File: src/rtl/rbm_pkg.sv
// rtl/rbm_pkg.sv - shared types and default widths for the register bank master
package rbm_pkg;

  localparam int DATA_W_DEF  = 32;
  localparam int ADDR_W_DEF  = 4;
  localparam int TIMEOUT_DEF = 64;

  typedef enum logic [1:0] {
    ST_IDLE     = 2'd0,
    ST_WR       = 2'd1,
    ST_RD       = 2'd2,
    ST_RD_DRAIN = 2'd3
  } state_t;

  // Remaining beats in a burst, encoded as beats minus one.
  typedef logic [ADDR_W_DEF-1:0] beat_cnt_t;

endpackage

File: src/rtl/rbm_watchdog.sv
// rtl/rbm_watchdog.sv - stall counter that flags when a burst has stalled TIMEOUT cycles
module rbm_watchdog
  import rbm_pkg::*;
#(
  parameter int TIMEOUT = TIMEOUT_DEF
) (
  input  logic clk,
  input  logic reset_n,
  input  logic stall,
  output logic expired
);

  localparam int CW = $clog2(TIMEOUT + 1);

  logic [CW-1:0] cnt_q, cnt_d;

  // Fires during the TIMEOUT-th consecutive stalled cycle.
  assign expired = stall && (cnt_q == CW'(TIMEOUT - 1));

  // Count consecutive stalls; any progress or an expiry restarts the count.
  always_comb begin
    cnt_d = cnt_q;
    if (!stall || expired) begin
      cnt_d = '0;
    end else begin
      cnt_d = cnt_q + CW'(1);
    end
  end

  // Counter register.
  always_ff @(posedge clk or negedge reset_n) begin
    if (!reset_n) begin
      cnt_q <= '0;
    end else begin
      cnt_q <= cnt_d;
    end
  end

endmodule

File: src/rtl/reg_bank_master.sv
// rtl/reg_bank_master.sv - burst master for a 16x32 register bank; RBM_WATCHDOG_EN adds a stall watchdog
module reg_bank_master
  import rbm_pkg::*;
#(
  parameter int DATA_W  = DATA_W_DEF,
  parameter int ADDR_W  = ADDR_W_DEF,
  parameter int TIMEOUT = TIMEOUT_DEF
) (
  input  logic              clk,
  input  logic              reset_n,
  input  logic              cmd_valid,
  output logic              cmd_ready,
  input  logic              cmd_write,
  input  logic [ADDR_W-1:0] cmd_addr,
  input  logic [ADDR_W-1:0] cmd_len,
  input  logic              wr_valid,
  output logic              wr_ready,
  input  logic [DATA_W-1:0] wr_data,
  output logic              rd_valid,
  input  logic              rd_ready,
  output logic [DATA_W-1:0] rd_data,
  output logic              rd_last,
  output logic              rf_write_en,
  output logic [ADDR_W-1:0] rf_write_line,
  output logic [DATA_W-1:0] rf_wdata,
  output logic              rf_read_en,
  output logic [ADDR_W-1:0] rf_read_line,
  input  logic [DATA_W-1:0] rf_rdata,
  output logic              busy,
  output logic              done,
  output logic              err
);

  state_t            state_q, state_d;
  logic [ADDR_W-1:0] ptr_q, ptr_d;
  logic [ADDR_W-1:0] rem_q, rem_d;
  logic [ADDR_W-1:0] wline_q, wline_d;
  logic [DATA_W-1:0] wdata_q, wdata_d;
  logic [DATA_W-1:0] rdata_q, rdata_d;
  logic              cmd_ready_q, cmd_ready_d;
  logic              we_q, we_d;
  logic              rvalid_q, rvalid_d;
  logic              rlast_q, rlast_d;
  logic              done_q, done_d;
  logic              err_q, err_d;
  logic              issue;
  logic              wd_expired;

`ifdef RBM_WATCHDOG_EN
  logic wd_stall;
  assign wd_stall = ((state_q == ST_WR) && !wr_valid) ||
                    (((state_q == ST_RD) || (state_q == ST_RD_DRAIN)) && rvalid_q && !rd_ready);

  rbm_watchdog #(.TIMEOUT(TIMEOUT)) u_watchdog (
    .clk     (clk),
    .reset_n (reset_n),
    .stall   (wd_stall),
    .expired (wd_expired)
  );
`else
  logic unused_timeout;
  assign unused_timeout = (TIMEOUT == 0);
  assign wd_expired     = 1'b0;
`endif

  // A read is issued whenever the output slot is empty or being emptied this cycle.
  assign issue         = (state_q == ST_RD) && (!rvalid_q || rd_ready);
  assign rf_read_en    = issue;
  assign rf_read_line  = (state_q == ST_RD) ? ptr_q : '0;
  assign wr_ready      = (state_q == ST_WR);
  assign busy          = (state_q != ST_IDLE);
  assign cmd_ready     = cmd_ready_q;
  assign rf_write_en   = we_q;
  assign rf_write_line = wline_q;
  assign rf_wdata      = wdata_q;
  assign rd_valid      = rvalid_q;
  assign rd_data       = rdata_q;
  assign rd_last       = rlast_q;
  assign done          = done_q;
  assign err           = err_q;

  // Next-state and next-output computation for the burst sequencer.
  always_comb begin
    state_d  = state_q;
    ptr_d    = ptr_q;
    rem_d    = rem_q;
    wline_d  = wline_q;
    wdata_d  = wdata_q;
    rdata_d  = rdata_q;
    we_d     = 1'b0;
    rvalid_d = rvalid_q;
    rlast_d  = rlast_q;
    done_d   = 1'b0;
    err_d    = err_q;

    unique case (state_q)
      ST_IDLE: begin
        if (cmd_valid && cmd_ready_q) begin
          ptr_d   = cmd_addr;
          rem_d   = cmd_len;
          err_d   = 1'b0;
          state_d = cmd_write ? ST_WR : ST_RD;
        end
      end
      ST_WR: begin
        if (wr_valid) begin
          we_d    = 1'b1;
          wline_d = ptr_q;
          wdata_d = wr_data;
          ptr_d   = ptr_q + ADDR_W'(1);
          if (rem_q == '0) begin
            state_d = ST_IDLE;
            done_d  = 1'b1;
          end else begin
            rem_d = rem_q - ADDR_W'(1);
          end
        end
      end
      ST_RD: begin
        if (rvalid_q && rd_ready) begin
          rvalid_d = 1'b0;
          rlast_d  = 1'b0;
        end
        if (issue) begin
          rdata_d  = rf_rdata;
          rvalid_d = 1'b1;
          rlast_d  = (rem_q == '0);
          ptr_d    = ptr_q + ADDR_W'(1);
          if (rem_q == '0) begin
            state_d = ST_RD_DRAIN;
          end else begin
            rem_d = rem_q - ADDR_W'(1);
          end
        end
      end
      ST_RD_DRAIN: begin
        if (rvalid_q && rd_ready) begin
          rvalid_d = 1'b0;
          rlast_d  = 1'b0;
          if (rlast_q) begin
            state_d = ST_IDLE;
            done_d  = 1'b1;
          end
        end
      end
      default: state_d = ST_IDLE;
    endcase

    if (wd_expired) begin
      state_d  = ST_IDLE;
      we_d     = 1'b0;
      rvalid_d = 1'b0;
      rlast_d  = 1'b0;
      err_d    = 1'b1;
      done_d   = 1'b1;
    end

    cmd_ready_d = (state_d == ST_IDLE);
  end

  // State and output registers; reset drops any burst in flight.
  always_ff @(posedge clk or negedge reset_n) begin
    if (!reset_n) begin
      state_q     <= ST_IDLE;
      ptr_q       <= '0;
      rem_q       <= '0;
      wline_q     <= '0;
      wdata_q     <= '0;
      rdata_q     <= '0;
      cmd_ready_q <= 1'b0;
      we_q        <= 1'b0;
      rvalid_q    <= 1'b0;
      rlast_q     <= 1'b0;
      done_q      <= 1'b0;
      err_q       <= 1'b0;
    end else begin
      state_q     <= state_d;
      ptr_q       <= ptr_d;
      rem_q       <= rem_d;
      wline_q     <= wline_d;
      wdata_q     <= wdata_d;
      rdata_q     <= rdata_d;
      cmd_ready_q <= cmd_ready_d;
      we_q        <= we_d;
      rvalid_q    <= rvalid_d;
      rlast_q     <= rlast_d;
      done_q      <= done_d;
      err_q       <= err_d;
    end
  end

endmodule

File: config.mk
export PLATFORM = sky130hd
export DESIGN_NAME = reg_bank_master
export DESIGN_NICKNAME = d
export VERILOG_FILES = /design/src/rtl/rbm_pkg.sv /design/src/rtl/rbm_watchdog.sv /design/src/rtl/reg_bank_master.sv
export SDC_FILE = /design/constraint.sdc
export NUM_CORES = 1
export LEC_CHECK = 0
export ABC_AREA = 1
export CAP_MARGIN = 20
export CORE_ASPECT_RATIO = 1.1
export CORE_UTILIZATION = 42
export DETAILED_ROUTE_END_ITERATION = 7
export GPL_TIMING_DRIVEN = 1
export PLACE_DENSITY = 0.81
export SYNTH_ARGS = -nofsm -noshare
export SYNTH_HDL_FRONTEND = slang
export SYNTH_HIERARCHICAL = 1
export SYNTH_SLANG_ARGS = --single-unit
export TNS_END_PERCENT = 1
File: constraint.sdc
create_clock -name clk -period 2.2 [get_ports clk]
set_input_delay 0.66 -clock clk [delete_from_list [all_inputs] [get_ports clk]]
set_output_delay 0.66 -clock clk [all_outputs]
set_load 0.02 [all_outputs]
### After elaboration in Yosys (flattened, before gate mapping)

Cells that the tools add are included.

| cells by class | value |
|---|---|
| add/sub/neg operators | 2 |
| multipliers | 0 |
| divide/modulo/power cells | 0 |
| magnitude comparators | 0 |
| equality and inequality tests | 6 |
| shift-type cells | 0 |
| mux-type cells | 32 |
| bitwise logic cells | 0 |
| reduce and logical (&&, ||, !) cells | 14 |

Operator list:

| kind | count |
|---|---|
| 2-to-1 mux 4 bit | 8 |
| one-hot mux 4 bit (3 select lines) | 2 |
| 2-to-1 mux 2 bit | 8 |
| 2-to-1 mux 1 bit | 10 |
| one-hot mux 2 bit (4 select lines) | 1 |
| != test 2 bit, second input constant | 3 |
| one-hot mux 1 bit (2 select lines) | 3 |
| adder 4 x 1 -> 4 bit, second input constant | 1 |
| equality test 2 bit, second input constant | 2 |
| logical NOT 2 bit | 2 |
| logical NOT 4 bit | 1 |
| AND reduction 2 bit | 2 |
| AND reduction 4 bit | 1 |
| nonzero test 2 bit | 2 |
| subtractor 4 x 1 -> 4 bit, second input constant | 1 |
| logical AND 1 bit | 3 |
| nonzero test 3 bit | 1 |
| equality test 2 x 1 -> 1 bit, second input constant | 1 |
| logical NOT 1 bit | 1 |
| logical OR 1 bit | 1 |

| word-level totals | value |
|---|---|
| register bits | 83 |
| latch bits | 0 |
| memory bits (writable) | 0 |
| bits in read-only memories | 0 |
| input port bits | 78 |
| output and inout bits | 81 |
| logic and storage cells | 65 |
| memories kept | 0 |

### Depth between registers and ports, before layout

| logic depth | value |
|---|---|
| depth after elaboration | 6 |
| depth in mapped cells | 10 |
| depth with buffers taken out | 9 |

### Worst setup path after synthesis

OpenSTA, ideal clock, no wires.

| timing path | value |
|---|---|
| path type | register -> output |
| start point | reg state_q[0] |
| end point | out rf_read_en |
| arrival time | 1.204 ns |
| setup slack | 0.336 ns |
| cell stages (with the launch flop) | 7 |
| buffers on the path | 2 |
| cell sequence | dfrtp_1 -> inv_1 -> ha_1 -> buf_4 -> inv_2 -> a21oi_4 -> buf_4 |

| on the way | value |
|---|---|
| cells in the longest elaborated chain, start to end | 2 |

RTL lines:

| what | line | RTL |
|---|---|---|
| from (decl) | reg_bank_master.sv:34 | `state_t state_q, state_d;` |
| from (signal assigned) | reg_bank_master.sv:177 | `state_q <= state_d;` |
| equality test 2 bit | reg_bank_master.sv:67 | `assign issue = (state_q == ST_RD) && (!rvalid_q \|\| rd_ready);` |
| logical AND 1 bit | reg_bank_master.sv:67 |  |
| to (decl) | reg_bank_master.sv:26 | `output logic rf_read_en,` |

Every way passes these cells.

### Worst setup path in the final report

| timing path | value |
|---|---|
| start point | in rd_ready |
| end point | out rf_read_en |

| on the way | value |
|---|---|
| cells in the longest elaborated chain, start to end | 2 |

RTL lines:

| what | line | RTL |
|---|---|---|
| from (decl) | reg_bank_master.sv:20 | `input logic rd_ready,` |
| logical OR 1 bit | reg_bank_master.sv:67 |  |
| logical AND 1 bit | reg_bank_master.sv:67 |  |

Every way passes these cells.

==> flow_summary.ini <==
[final_layout]
n_antenna_cell = 0
layout.nets = 670
syn2layout_area_growth_pct = 53.1
utilization_pct = 67.3
drive_gt1_share_pct = 7.78

[routing]
drt_iter0_markers = 104
vias = 3247
routed_wl_um = 8990
avgViaCountPerCell = 4.65
post_drt_wl_per_cell_um = 12.9
route.detailed.drc = 0
antenna_left = 0
dr.pass1.iters = 4

[logic_synthesis]
netlist_area_um2 = 3530
synth.largest_area_cell = dfrtp_1
synth_top_area_share_pct = 58.8
ys_seq_area_share_pct = 58.8
synth-seq-cells = 83
synth_nets = 503
yosysUniqueCellTypes = 24
syn_avg_cell_area_um2 = 8.44
synth.area.top_cells = dfrtp_1, nand2_1, o21ai_0
synthesis.instances = 419
yosysWarnings = 6

[power_and_ir_drop]
ir_worst_vdd_mv = 0.637
total_power_mw = 7.96
p_per_area_nw_per_um2 = 1470
leakagePower_nw = 2.74

[timing]
clock_skew_ns = 0.00971
fin_crit_ns = 2.23
fin_ws_ns = -0.0287
fin_crit_sh_pct = 101
hold_violations = 0
slew_headroom_pct = 65.2
setup_viol = 1
rsz0062_at_grt = yes
fin_setup_tns_ns = -0.0287
worst_pin_slew_ns = 0.522
finalMaxSlewViolations = 0
max_freq_mhz = 449

[clock_tree]
clk_pin_slew_ns = 0.07
post_cts_buffers = 0
cts-htree-levels = 3
cts_tree = built
cts_buffers = 9
cts_hold_buf = 0
clk_path_buf_depth = 2
cts_root_buffer = clkbuf_8
cts.sink_count = 83
clock_latency_ns = 0.34

[floorplanning]
io-pin-count = 159
core_area_um2 = 8040
rows = 34
die_h_um = 98.2
fp.dieW_um = 89.5
die_area_um2 = 8790
initial_core_util_pct = 44.0

[critical_path]
cpMaxStageDelayCell = clkdlybuf4s50_1
ff2ff_setup_slack_ns = 0.37
crit_end = rf_read_en
crit_chain = clkdlybuf4s50_1 -> inv_1 -> a21oi_4 -> buf_6
endpoint_kind = output pin
crit_start = rd_ready
crit_type = primary input to output pin
crit_path_start_kind = primary input
critPathMaxStageDelay_ns = 0.50
critical-path-top-delay-family = buffers and inverters
cp_data_arrival_time_ns = 1.57
crit_cells = 4
r2r-start = state_q[0]$_DFF_PN0_
r2r-end = rd_data[24]$_DFFE_PN0P_
worstPathRequired_ns = 1.54
path_buf_inv = 3
path_max_fanout = 2
worstRegToRegCells = 9

[job]
cap_violations = 0

[place]
numPortBuffers = 157
dpl.hpwl_um = 6800
routabilityCongestion = 0.815
post-place-ws_ns = -0.478

[outcome]
violations = negative setup slack
status = finished with violations

[grt]
grt_util_met2_pct = 35.6
grt.busiest_layer = met2
grt_max_degree = 41
grtUsageMet3_pct = 5.33
antenna_found_initial = 0
grt-ovfl-total = 0
grtUsageMet1_pct = 24.8
grt_pass1_vias = 3260
grt_use_total_pct = 21.2
grt_pass1_wl_um = 14400

[worst_hold_path]
min_path_type = primary input to async pin
metrics by stage:
stage | cell area, um^2 | std cells | hold WS (ns)
after floorplan | 3530 | 419 | 0.364
after global placement | 5270 | 683 | 0.453
after detailed placement | 5270 | 683 | 0.458
after CTS | 5430 | 699 | 0.297
after global routing | 5410 | 699 | 0.322
final | 5410 | 699 | 0.294
registers in the layout (all words and copies together) (netlist names):
register,count
rf_write_line,4
rf_write_en,1
rem_q,4
rf_wdata,32
rd_data,32
state_q,2
ptr_q,4
cmd_ready,1
done,1
rd_valid,1
rd_last,1
synth_stat cells (all sizes together):
| cell | n |
|---|---|
| nand2 | 244 |
| dfrtp | 83 |
| inv | 24 |
| o21ai | 18 |
| buf | 12 |
| nand3 | 9 |
| a21oi | 6 |
| ha | 6 |
| clkbuf | 4 |
| nor2 | 4 |
| or2 | 2 |
| xor2 | 2 |
| clkinv | 1 |
| conb | 1 |
| mux2i | 1 |
| nand4 | 1 |
| o22ai | 1 |
where the power goes:
group	total, mW	leakage (nW)	switching, mW	internal (mW)
sequential	2.69	1.03	0.430	2.26
clock	0.912	0.0791	0.507	0.405
combinational	4.36	1.63	2.42	1.94
final cells by class:
class / instances / area (um^2)
clock inverters: 5 / 30.0
flip-flops and latches: 83 / 2080
multi-input cells: 295 / 1260
repair buffers: 172 / 1680
fillers: 640 / 2630
clock buffers: 11 / 131
inverters: 25 / 93.8
well taps: 108 / 135
cell families (layout without fill, tap and decap cells):
logic type / after synthesis / in the layout / synth area share [%]
and+or+nand+nor: 260 / 260 / 28.6
DFF: 83 / 83 / 58.8
buffers and inverters: 41 / 213 / 5.66
AOI/OAI and AO/OA: 25 / 25 / 4.00
adders and majority gates: 6 / 6 / 2.12
xor gates and xnor gates: 2 / 2 / 0.496
other: 1 / 1 / 0.106
muxes: 1 / 1 / 0.283
routing by layer:
layer  wire length (um)  vias to the layer above
met5                  0                        -
met4                223                        0
met3                766                       16
met2               4290                      128
met1               3710                     1497
li1                   -                     1606
layout by cell type (no fill, tap or decap):
| master | synthesis | routed |
|---|---|---|
| o21ai_2 | 1 | 1 |
| nand4_1 | 1 | 1 |
| ha_2 | 0 | 1 |
| mux2i_1 | 1 | 1 |
| a21oi_4 | 1 | 1 |
| buf_6 | 3 | 1 |
| nand2_1 | 243 | 243 |
| a21oi_1 | 5 | 5 |
| dlymetal6s2s_1 | 0 | 1 |
| clkinv_1 | 1 | 1 |
| clkdlybuf4s50_1 | 0 | 148 |
| clkbuf_2 | 0 | 2 |
| buf_12 | 0 | 2 |
| buf_2 | 4 | 3 |
| clkbuf_1 | 4 | 2 |
| nor2_4 | 1 | 1 |
| clkbuf_4 | 0 | 1 |
| ha_1 | 6 | 5 |
| nand2_4 | 1 | 1 |
| nor2_1 | 3 | 3 |
| inv_1 | 22 | 22 |
| xor2_1 | 2 | 2 |
| o21ai_0 | 17 | 17 |
| clkinvlp_4 | 0 | 2 |
| clkinv_2 | 0 | 3 |
| clkbuf_8 | 0 | 9 |
| or2_2 | 2 | 2 |
| o22ai_1 | 1 | 1 |
| nand3_1 | 9 | 9 |
| dfrtp_1 | 83 | 83 |
| inv_2 | 2 | 2 |
| buf_4 | 5 | 14 |
| conb_1 | 1 | 1 |
what timing repair did:
item / CTS / global route
endpoints found under the setup margin: 7 / 8
cloned: 0 / 0
resized for setup: 22 / 9
worst min-delay path by stage:
stage	from	end	slack (ns)	cells past startpoint
global route	reset_n	rd_data[14]$_DFFE_PN0P_	0.32	1
global placement	rd_data[5]$_DFFE_PN0P_	rd_data[5]$_DFFE_PN0P_	0.45	2
CTS	reset_n	rd_data[14]$_DFFE_PN0P_	0.30	1
finish	reset_n	rd_data[14]$_DFFE_PN0P_	0.29	1
detailed placement	rd_data[25]$_DFFE_PN0P_	rd_data[25]$_DFFE_PN0P_	0.46	2
floorplan	reset_n	cmd_ready$_DFF_PN0_	0.36	0
No activity file was read; power rests on OpenSTA's default activity.
